===== config.mk =====
export PLATFORM = sky130hd
export DESIGN_NAME = generation_scheduler_flat
export DESIGN_NICKNAME = d
export VERILOG_FILES = /design/src/rtl/generation_scheduler_if.sv /design/src/rtl/generation_scheduler.sv /design/src/flat_wrapper.sv
export SDC_FILE = /design/constraint.sdc
export NUM_CORES = 1
export LEC_CHECK = 0
export CORE_MARGIN = 2
export CORE_UTILIZATION = 40
export CTS_CLUSTER_SIZE = 10
export DETAILED_ROUTE_END_ITERATION = 8
export GPL_TIMING_DRIVEN = 0
export PLACE_DENSITY = 0.64
export REMOVE_ABC_BUFFERS = 1
export SYNTH_ARGS = -nofsm -noshare
export SYNTH_HDL_FRONTEND = slang
export SYNTH_SLANG_ARGS = --single-unit

===== constraint.sdc =====
create_clock -name clk -period 3.95 [get_ports clk]
set_input_delay 0.79 -clock clk [delete_from_list [all_inputs] [get_ports clk]]
set_output_delay 0.79 -clock clk [all_outputs]
set_load 0.05 [all_outputs]

===== src/rtl/generation_scheduler_if.sv =====
// Control/datapath bundle for generation_scheduler: user run/step controls in,
// array/memory phase strobes and status out.
interface generation_scheduler_if #(
  parameter int POS_W = 2,
  parameter int GEN_W = 16
);
  logic             run_en;
  logic             step_req;
  logic [31:0]      period;
  logic             mem_ack;
  logic             write_array;
  logic             run;
  logic             write_mem;
  logic [POS_W-1:0] pos;
  logic             busy;
  logic             gen_done;
  logic [GEN_W-1:0] gen_count;
  logic             ack_err;

  modport master (
    output run_en, step_req, period, mem_ack,
    input  write_array, run, write_mem, pos, busy, gen_done, gen_count, ack_err
  );

  modport slave (
    input  run_en, step_req, period, mem_ack,
    output write_array, run, write_mem, pos, busy, gen_done, gen_count, ack_err
  );
endinterface


===== src/rtl/generation_scheduler.sv =====
// Sequences one Game-of-Life generation (LOAD/RUN/STORE per tile position) in free-run or single-step mode.
// Optional mem_ack timeout with sticky ack_err is enabled by defining GEN_SCHED_ACK_TIMEOUT_EN.
module generation_scheduler #(
  parameter int NUM_POS   = 4,
  parameter int POS_W     = 2,
  parameter int GEN_W     = 16,
  parameter int TO_CYCLES = 255
) (
  input  logic                   clk,
  input  logic                   reset,
  generation_scheduler_if.slave  bus
);

  typedef enum logic [2:0] {
    S_IDLE,
    S_WAIT,
    S_LOAD,
    S_RUN,
    S_STORE,
    S_DONE
  } state_e;

  state_e           state_q, state_d;
  logic [31:0]      timer_q, timer_d;
  logic [31:0]      period_q, period_d;
  logic [POS_W-1:0] pos_q, pos_d;
  logic [GEN_W-1:0] gen_count_q, gen_count_d;
  logic [31:0]      period_eff;
  logic             last_pos;
  logic             store_adv;

  // A zero period would never match timer == period-1, so it is clamped to one cycle.
  assign period_eff = (bus.period == 32'd0) ? 32'd1 : bus.period;
  assign last_pos   = (pos_q == POS_W'(NUM_POS - 1));

`ifdef GEN_SCHED_ACK_TIMEOUT_EN
  localparam int TO_W = (TO_CYCLES > 1) ? $clog2(TO_CYCLES + 1) : 1;

  logic [TO_W-1:0] to_cnt_q, to_cnt_d;
  logic            ack_err_q, ack_err_d;
  logic            to_hit;

  // Hits on the TO_CYCLES-th STORE cycle without an ack.
  assign to_hit    = (to_cnt_q == TO_W'(TO_CYCLES - 1));
  assign store_adv = bus.mem_ack || to_hit;
`else
  assign store_adv = bus.mem_ack;
`endif

  always_comb begin
    state_d     = state_q;
    timer_d     = timer_q;
    period_d    = period_q;
    pos_d       = pos_q;
    gen_count_d = gen_count_q;
`ifdef GEN_SCHED_ACK_TIMEOUT_EN
    to_cnt_d    = to_cnt_q;
    ack_err_d   = ack_err_q;
`endif
    case (state_q)
      S_IDLE: begin
        if (bus.step_req) begin
          state_d = S_LOAD;
        end else if (bus.run_en) begin
          state_d  = S_WAIT;
          timer_d  = 32'd0;
          period_d = period_eff;
        end
      end
      S_WAIT: begin
        if (!bus.run_en) begin
          state_d = S_IDLE;
          timer_d = 32'd0;
        end else if (timer_q == period_q - 32'd1) begin
          state_d = S_LOAD;
          timer_d = 32'd0;
        end else begin
          timer_d = timer_q + 32'd1;
        end
      end
      S_LOAD: begin
        state_d = S_RUN;
      end
      S_RUN: begin
        state_d = S_STORE;
`ifdef GEN_SCHED_ACK_TIMEOUT_EN
        to_cnt_d = '0;
`endif
      end
      S_STORE: begin
`ifdef GEN_SCHED_ACK_TIMEOUT_EN
        to_cnt_d = to_cnt_q + TO_W'(1);
        if (!bus.mem_ack && to_hit) begin
          ack_err_d = 1'b1;
        end
`endif
        if (store_adv) begin
          if (last_pos) begin
            pos_d   = '0;
            state_d = S_DONE;
          end else begin
            pos_d   = pos_q + POS_W'(1);
            state_d = S_LOAD;
          end
        end
      end
      S_DONE: begin
        gen_count_d = gen_count_q + GEN_W'(1);
        if (bus.run_en) begin
          state_d  = S_WAIT;
          timer_d  = 32'd0;
          period_d = period_eff;
        end else begin
          state_d = S_IDLE;
        end
      end
      default: begin
        state_d = S_IDLE;
      end
    endcase
  end

  always_ff @(posedge clk) begin
    if (reset) begin
      state_q     <= S_IDLE;
      timer_q     <= 32'd0;
      period_q    <= 32'd1;
      pos_q       <= '0;
      gen_count_q <= '0;
    end else begin
      state_q     <= state_d;
      timer_q     <= timer_d;
      period_q    <= period_d;
      pos_q       <= pos_d;
      gen_count_q <= gen_count_d;
    end
  end

`ifdef GEN_SCHED_ACK_TIMEOUT_EN
  always_ff @(posedge clk) begin
    if (reset) begin
      to_cnt_q  <= '0;
      ack_err_q <= 1'b0;
    end else begin
      to_cnt_q  <= to_cnt_d;
      ack_err_q <= ack_err_d;
    end
  end

  assign bus.ack_err = ack_err_q;
`else
  assign bus.ack_err = 1'b0;
`endif

  assign bus.write_array = (state_q == S_LOAD);
  assign bus.run         = (state_q == S_RUN);
  assign bus.write_mem   = (state_q == S_STORE);
  assign bus.gen_done    = (state_q == S_DONE);
  assign bus.busy        = (state_q == S_LOAD) || (state_q == S_RUN) ||
                           (state_q == S_STORE) || (state_q == S_DONE);
  assign bus.pos         = pos_q;
  assign bus.gen_count   = gen_count_q;

endmodule


===== src/flat_wrapper.sv =====
// flat-port wrapper written by rule: the top's interface ports become plain ports
module generation_scheduler_flat 
#(
  parameter int NUM_POS   = 4,
  parameter int POS_W     = 2,
  parameter int GEN_W     = 16,
  parameter int TO_CYCLES = 255
)
  (clk, reset, bus_run_en, bus_step_req, bus_period, bus_mem_ack, bus_write_array, bus_run, bus_write_mem, bus_pos, bus_busy, bus_gen_done, bus_gen_count, bus_ack_err);
  generation_scheduler_if #(.POS_W(POS_W), .GEN_W(GEN_W)) bus_i ();
  input  logic clk;
  input  logic reset;
  input wire logic [$bits(bus_i.run_en)-1:0] bus_run_en;
  input wire logic [$bits(bus_i.step_req)-1:0] bus_step_req;
  input wire logic [$bits(bus_i.period)-1:0] bus_period;
  input wire logic [$bits(bus_i.mem_ack)-1:0] bus_mem_ack;
  output wire logic [$bits(bus_i.write_array)-1:0] bus_write_array;
  output wire logic [$bits(bus_i.run)-1:0] bus_run;
  output wire logic [$bits(bus_i.write_mem)-1:0] bus_write_mem;
  output wire logic [$bits(bus_i.pos)-1:0] bus_pos;
  output wire logic [$bits(bus_i.busy)-1:0] bus_busy;
  output wire logic [$bits(bus_i.gen_done)-1:0] bus_gen_done;
  output wire logic [$bits(bus_i.gen_count)-1:0] bus_gen_count;
  output wire logic [$bits(bus_i.ack_err)-1:0] bus_ack_err;
  assign bus_i.run_en = bus_run_en;
  assign bus_i.step_req = bus_step_req;
  assign bus_i.period = bus_period;
  assign bus_i.mem_ack = bus_mem_ack;
  assign bus_write_array = bus_i.write_array;
  assign bus_run = bus_i.run;
  assign bus_write_mem = bus_i.write_mem;
  assign bus_pos = bus_i.pos;
  assign bus_busy = bus_i.busy;
  assign bus_gen_done = bus_i.gen_done;
  assign bus_gen_count = bus_i.gen_count;
  assign bus_ack_err = bus_i.ack_err;
  generation_scheduler #(.NUM_POS(NUM_POS), .POS_W(POS_W), .GEN_W(GEN_W), .TO_CYCLES(TO_CYCLES)) u_core (.clk(clk), .reset(reset), .bus(bus_i));
endmodule

==> flow_metrics.py <==
metrics = {
    "run_status": {
        "status": "complete, no violations",
    },
    "timing": {
        "maxSlewViolCount": 0,
        "slew_headroom_pct": 10.24,
        "worst_slew_pin_slew_ns": 1.313,
        "rsz0062_at_grt": "false",
        "hold_violations": 0,
        "finClkSkew_ns": 0.008271,
        "fin_crit_sh_pct": 93.60,
        "min_period_ns": 3.697,
        "setup_violations": 0,
        "fmax_mhz": 270.5,
    },
    "placement": {
        "placedCellCount": 808,
        "place_congestion": 0.8834,
        "dp_hpwl_um": 8690,
        "io_buffers": 59,
    },
    "global_route": {
        "grt_usage_pct": 18.68,
        "grt_pass1_vias": 4142,
        "grt_overflow": 0,
        "antenna_found_initial": 0,
        "grt_pass1_wl_um": 19980,
        "grt_max_degree": 82,
    },
    "synthesis": {
        "ys_types": 63,
        "yosysTopAreaCell": "dfxtp_1",
        "synth-compound-area-share_pct": 17.93,
        "netlist_area_um2": 4990,
        "synthXorXnorAreaFrac_pct": 15.10,
        "synth.area.mux_share_pct": 0.2006,
        "ys_ff_latch": 85,
        "synth_cells": 614,
        "synth.most_common_cell": "nand2_1",
        "ys_warn_count": 0,
        "synth_top_family_by_area": "simple AND/OR/NAND/NOR gates",
        "synthAdderAreaFrac_pct": 1.003,
        "async_reset_ff_share_pct": 0,
        "yosysTopAreaCellShare_pct": 34.10,
        "avgSynthCellArea_um2": 8.127,
        "ys_seq_area_share_pct": 34.10,
        "synth-edff-count": 0,
        "synthFlopType": "dfxtp_1",
        "synth_simple_gate_area_share_pct": 26.93,
        "synth_commonest_cells": "nand2_1, dfxtp_1, a21oi_1",
        "yosys-top-cells-area": "dfxtp_1, xnor2_1, nand2_1",
    },
    "hold_path": {
        "holdPathStages": 2,
        "holdPathEnd": "u_core.period_q[31]$_SDFFE_PP0P_",
        "min-delay-path-class": "flop to flop",
        "hp-start": "u_core.period_q[31]$_SDFFE_PP0P_",
    },
    "die": {
        "die_x_um": 115.7,
        "initial_core_util_pct": 41.20,
        "die_h_um": 115.7,
        "dieArea_um2": 13380,
        "coreArea_um2": 12110,
        "num_rows": 40,
        "io_pins": 61,
    },
    "route": {
        "post_drt_wl_per_cell_um": 14.71,
        "firstDrtPassIters": 4,
        "drt_iter0_markers": 276,
        "drc": 0,
        "ant_nets": 0,
        "vias_per_cell": 5.389,
        "postRouteWirelength_um": 12150,
        "vias": 4451,
    },
    "cells_and_area": {
        "n_fill_cell": 1165,
        "area_delta_synth_final_pct": 21.06,
        "nNetsFinal": 694,
        "diodes": 0,
        "final_cells": 826,
        "drive_above_1_share_pct": 9.422,
    },
    "pwr": {
        "leakage_nw": 1.993,
        "worst_ir_drop_vdd_mv": 0.3235,
        "p_per_area_nw_per_um2": 374.3,
        "power_w": 0.002261,
    },
    "cts": {
        "clk_pin_slew_ns": 0.06,
        "holdBufCountCts": 0,
        "htree_levels": 3,
        "clockRootBuffer": "clkbuf_16",
        "cts_buffers": 9,
        "cts_buffer_depth": 2,
        "cts_sinks": 85,
        "cts_tree": "yes",
        "clock_latency_ns": 0.34,
    },
    "critical_path": {
        "r2r_end": "u_core.timer_q[4]$_SDFFE_PP0P_",
        "crit_buf_inv": 2,
        "startpoint_type": "flop",
        "r2r_setup_slack_ns": 0.25,
        "r2r_cells": 11,
        "cp_slowest_stage_delay_ns": 0.69,
        "cp_slowest_cell": "or4b_2",
        "regToRegStartpoint": "u_core.period_q[0]$_SDFFE_PP1P_",
        "crit_chain": "inv_1 -> ha_1 -> or4b_2 -> nor4_2 -> nand4_1 -> a2111o_1 -> nor4_1 -> o2111ai_2 -> o21ai_4 -> buf_4 -> a211oi_2",
        "worstPathArrival_ns": 3.87,
        "crit_fanout": 7,
        "cpLargestDelayFamily": "simple AND/OR/NAND/NOR gates",
        "crit_path_end_kind": "flop",
        "required_ns": 4.13,
        "path_class": "flop to flop",
    },
    "flow_run": {
        "maxCapViolations": 0,
    },
}
==> stage by stage <==
step	instance area (µm²)	TNS, ns	setup slack [ns]	utilization, %	hold WS [ns]
2_1_floorplan	4806	0	0.06026	-	0.4435
3_3_place_gp	5607	-53.25	-1.342	46.29	0.4602
3_5_place_dp	5710	-0.02185	-0.01020	47.15	0.4643
4_1_cts	6035	0	0.2248	49.82	0.4737
5_1_grt	6041	0	0.06837	49.88	0.5141
6_report	6041	0	0.2528	49.88	0.4747
==> placed cells by master, fill, tap and decap left out, types with 3 or more instances in the layout <==
| master | count |
|---|---|
| xor2_1 | 40 |
| clkbuf_1 | 3 |
| a211oi_1 | 14 |
| dfxtp_1 | 85 |
| nand4_1 | 15 |
| and4_1 | 6 |
| nor4_1 | 17 |
| clkbuf_16 | 9 |
| or4_1 | 4 |
| a211oi_2 | 17 |
| a31oi_1 | 6 |
| or3_1 | 3 |
| o211ai_1 | 5 |
| clkdlybuf4s50_1 | 58 |
| nand3_1 | 18 |
| and2_1 | 3 |
| o21ai_0 | 7 |
| and3_1 | 8 |
| nand2_1 | 94 |
| a21oi_2 | 3 |
| nor2_1 | 44 |
| nand2b_1 | 8 |
| buf_4 | 3 |
| a21oi_1 | 46 |
| nor3_1 | 22 |
| ha_1 | 4 |
| a41oi_1 | 3 |
| xnor2_1 | 46 |
| o22ai_1 | 3 |
| inv_1 | 13 |
==> worst min-delay path, stage by stage (launching register included) <==
cell,delay (ns)
dfxtp_1,0.32
nand2_1,0.05
a21oi_1,0.05
==> how the worst max path moves through the flow <==
stage	start	endpoint	slack [ns]	cells after the start
final	u_core.period_q[0]$_SDFFE_PP1P_	u_core.timer_q[4]$_SDFFE_PP0P_	0.25	11
after global routing	u_core.period_q[0]$_SDFFE_PP1P_	u_core.timer_q[16]$_SDFFE_PP0P_	0.07	11
after CTS	u_core.period_q[0]$_SDFFE_PP1P_	u_core.timer_q[4]$_SDFFE_PP0P_	0.22	11
after detailed placement	u_core.period_q[0]$_SDFFE_PP1P_	u_core.timer_q[18]$_SDFFE_PP0P_	-0.01	11
after global placement	bus_step_req	u_core.timer_q[7]$_SDFFE_PP0P_	-1.34	8
after floorplan	bus_step_req	u_core.timer_q[8]$_SDFFE_PP0P_	0.06	7
==> area by class of cell <==
class	count	area, µm²	share of cell area [%]
repair buffers	65	680.7	11.27
clock inverters	4	72.57	1.201
well taps	168	210.2	3.480
clock buffers	12	236.5	3.915
flip-flops and latches	85	1702	28.17
multi-input cells	479	3090	51.16
inverters	13	48.80	0.8078
==> flip-flops by register name, summed over array words and instances (netlist names) <==
signal	cells
u_core.period_q	32
u_core.timer_q	32
u_core.bus.gen_count	16
u_core.state_q	3
u_core.bus.pos	2
==> power by group <==
part	switching, W	total, W	internal (W)
Sequential	0.0000479	0.000930	0.000883
Combinational	0.000255	0.000449	0.000194
Clock	0.000328	0.000882	0.000553
==> what timing repair did <==
item / CTS / global route
hold endpoints to repair: 0 / 0
endpoints found under the setup margin: 17 / 3
buffers inserted: 2 / 0
gates cloned: 0 / 0
pin swaps: 1 / 0
resized for setup: 0 / 1
==> per-layer routing <==
| layer | wire length, µm | track usage (%) | share of wire, % |
|---|---|---|---|
| met4 | 210 | 6.746 | 1.7 |
| met3 | 570 | 3.975 | 4.7 |
| met2 | 5465 | 29.67 | 45 |
| met1 | 5902 | 25.16 | 49 |
| met5 | 0 | 0 | 0 |
==> cells by family after synthesis <==
family                   after synthesis
AO/OA/AOI/OAI                        122
XOR/XNOR                              86
adder cells (fa/ha/maj)                4
buffers and inverters                 50
flip-flops                            85
multiplexers                           1
other                                  1
AND/OR/NAND/NOR                      265
No activity file was read; power rests on OpenSTA's default activity.
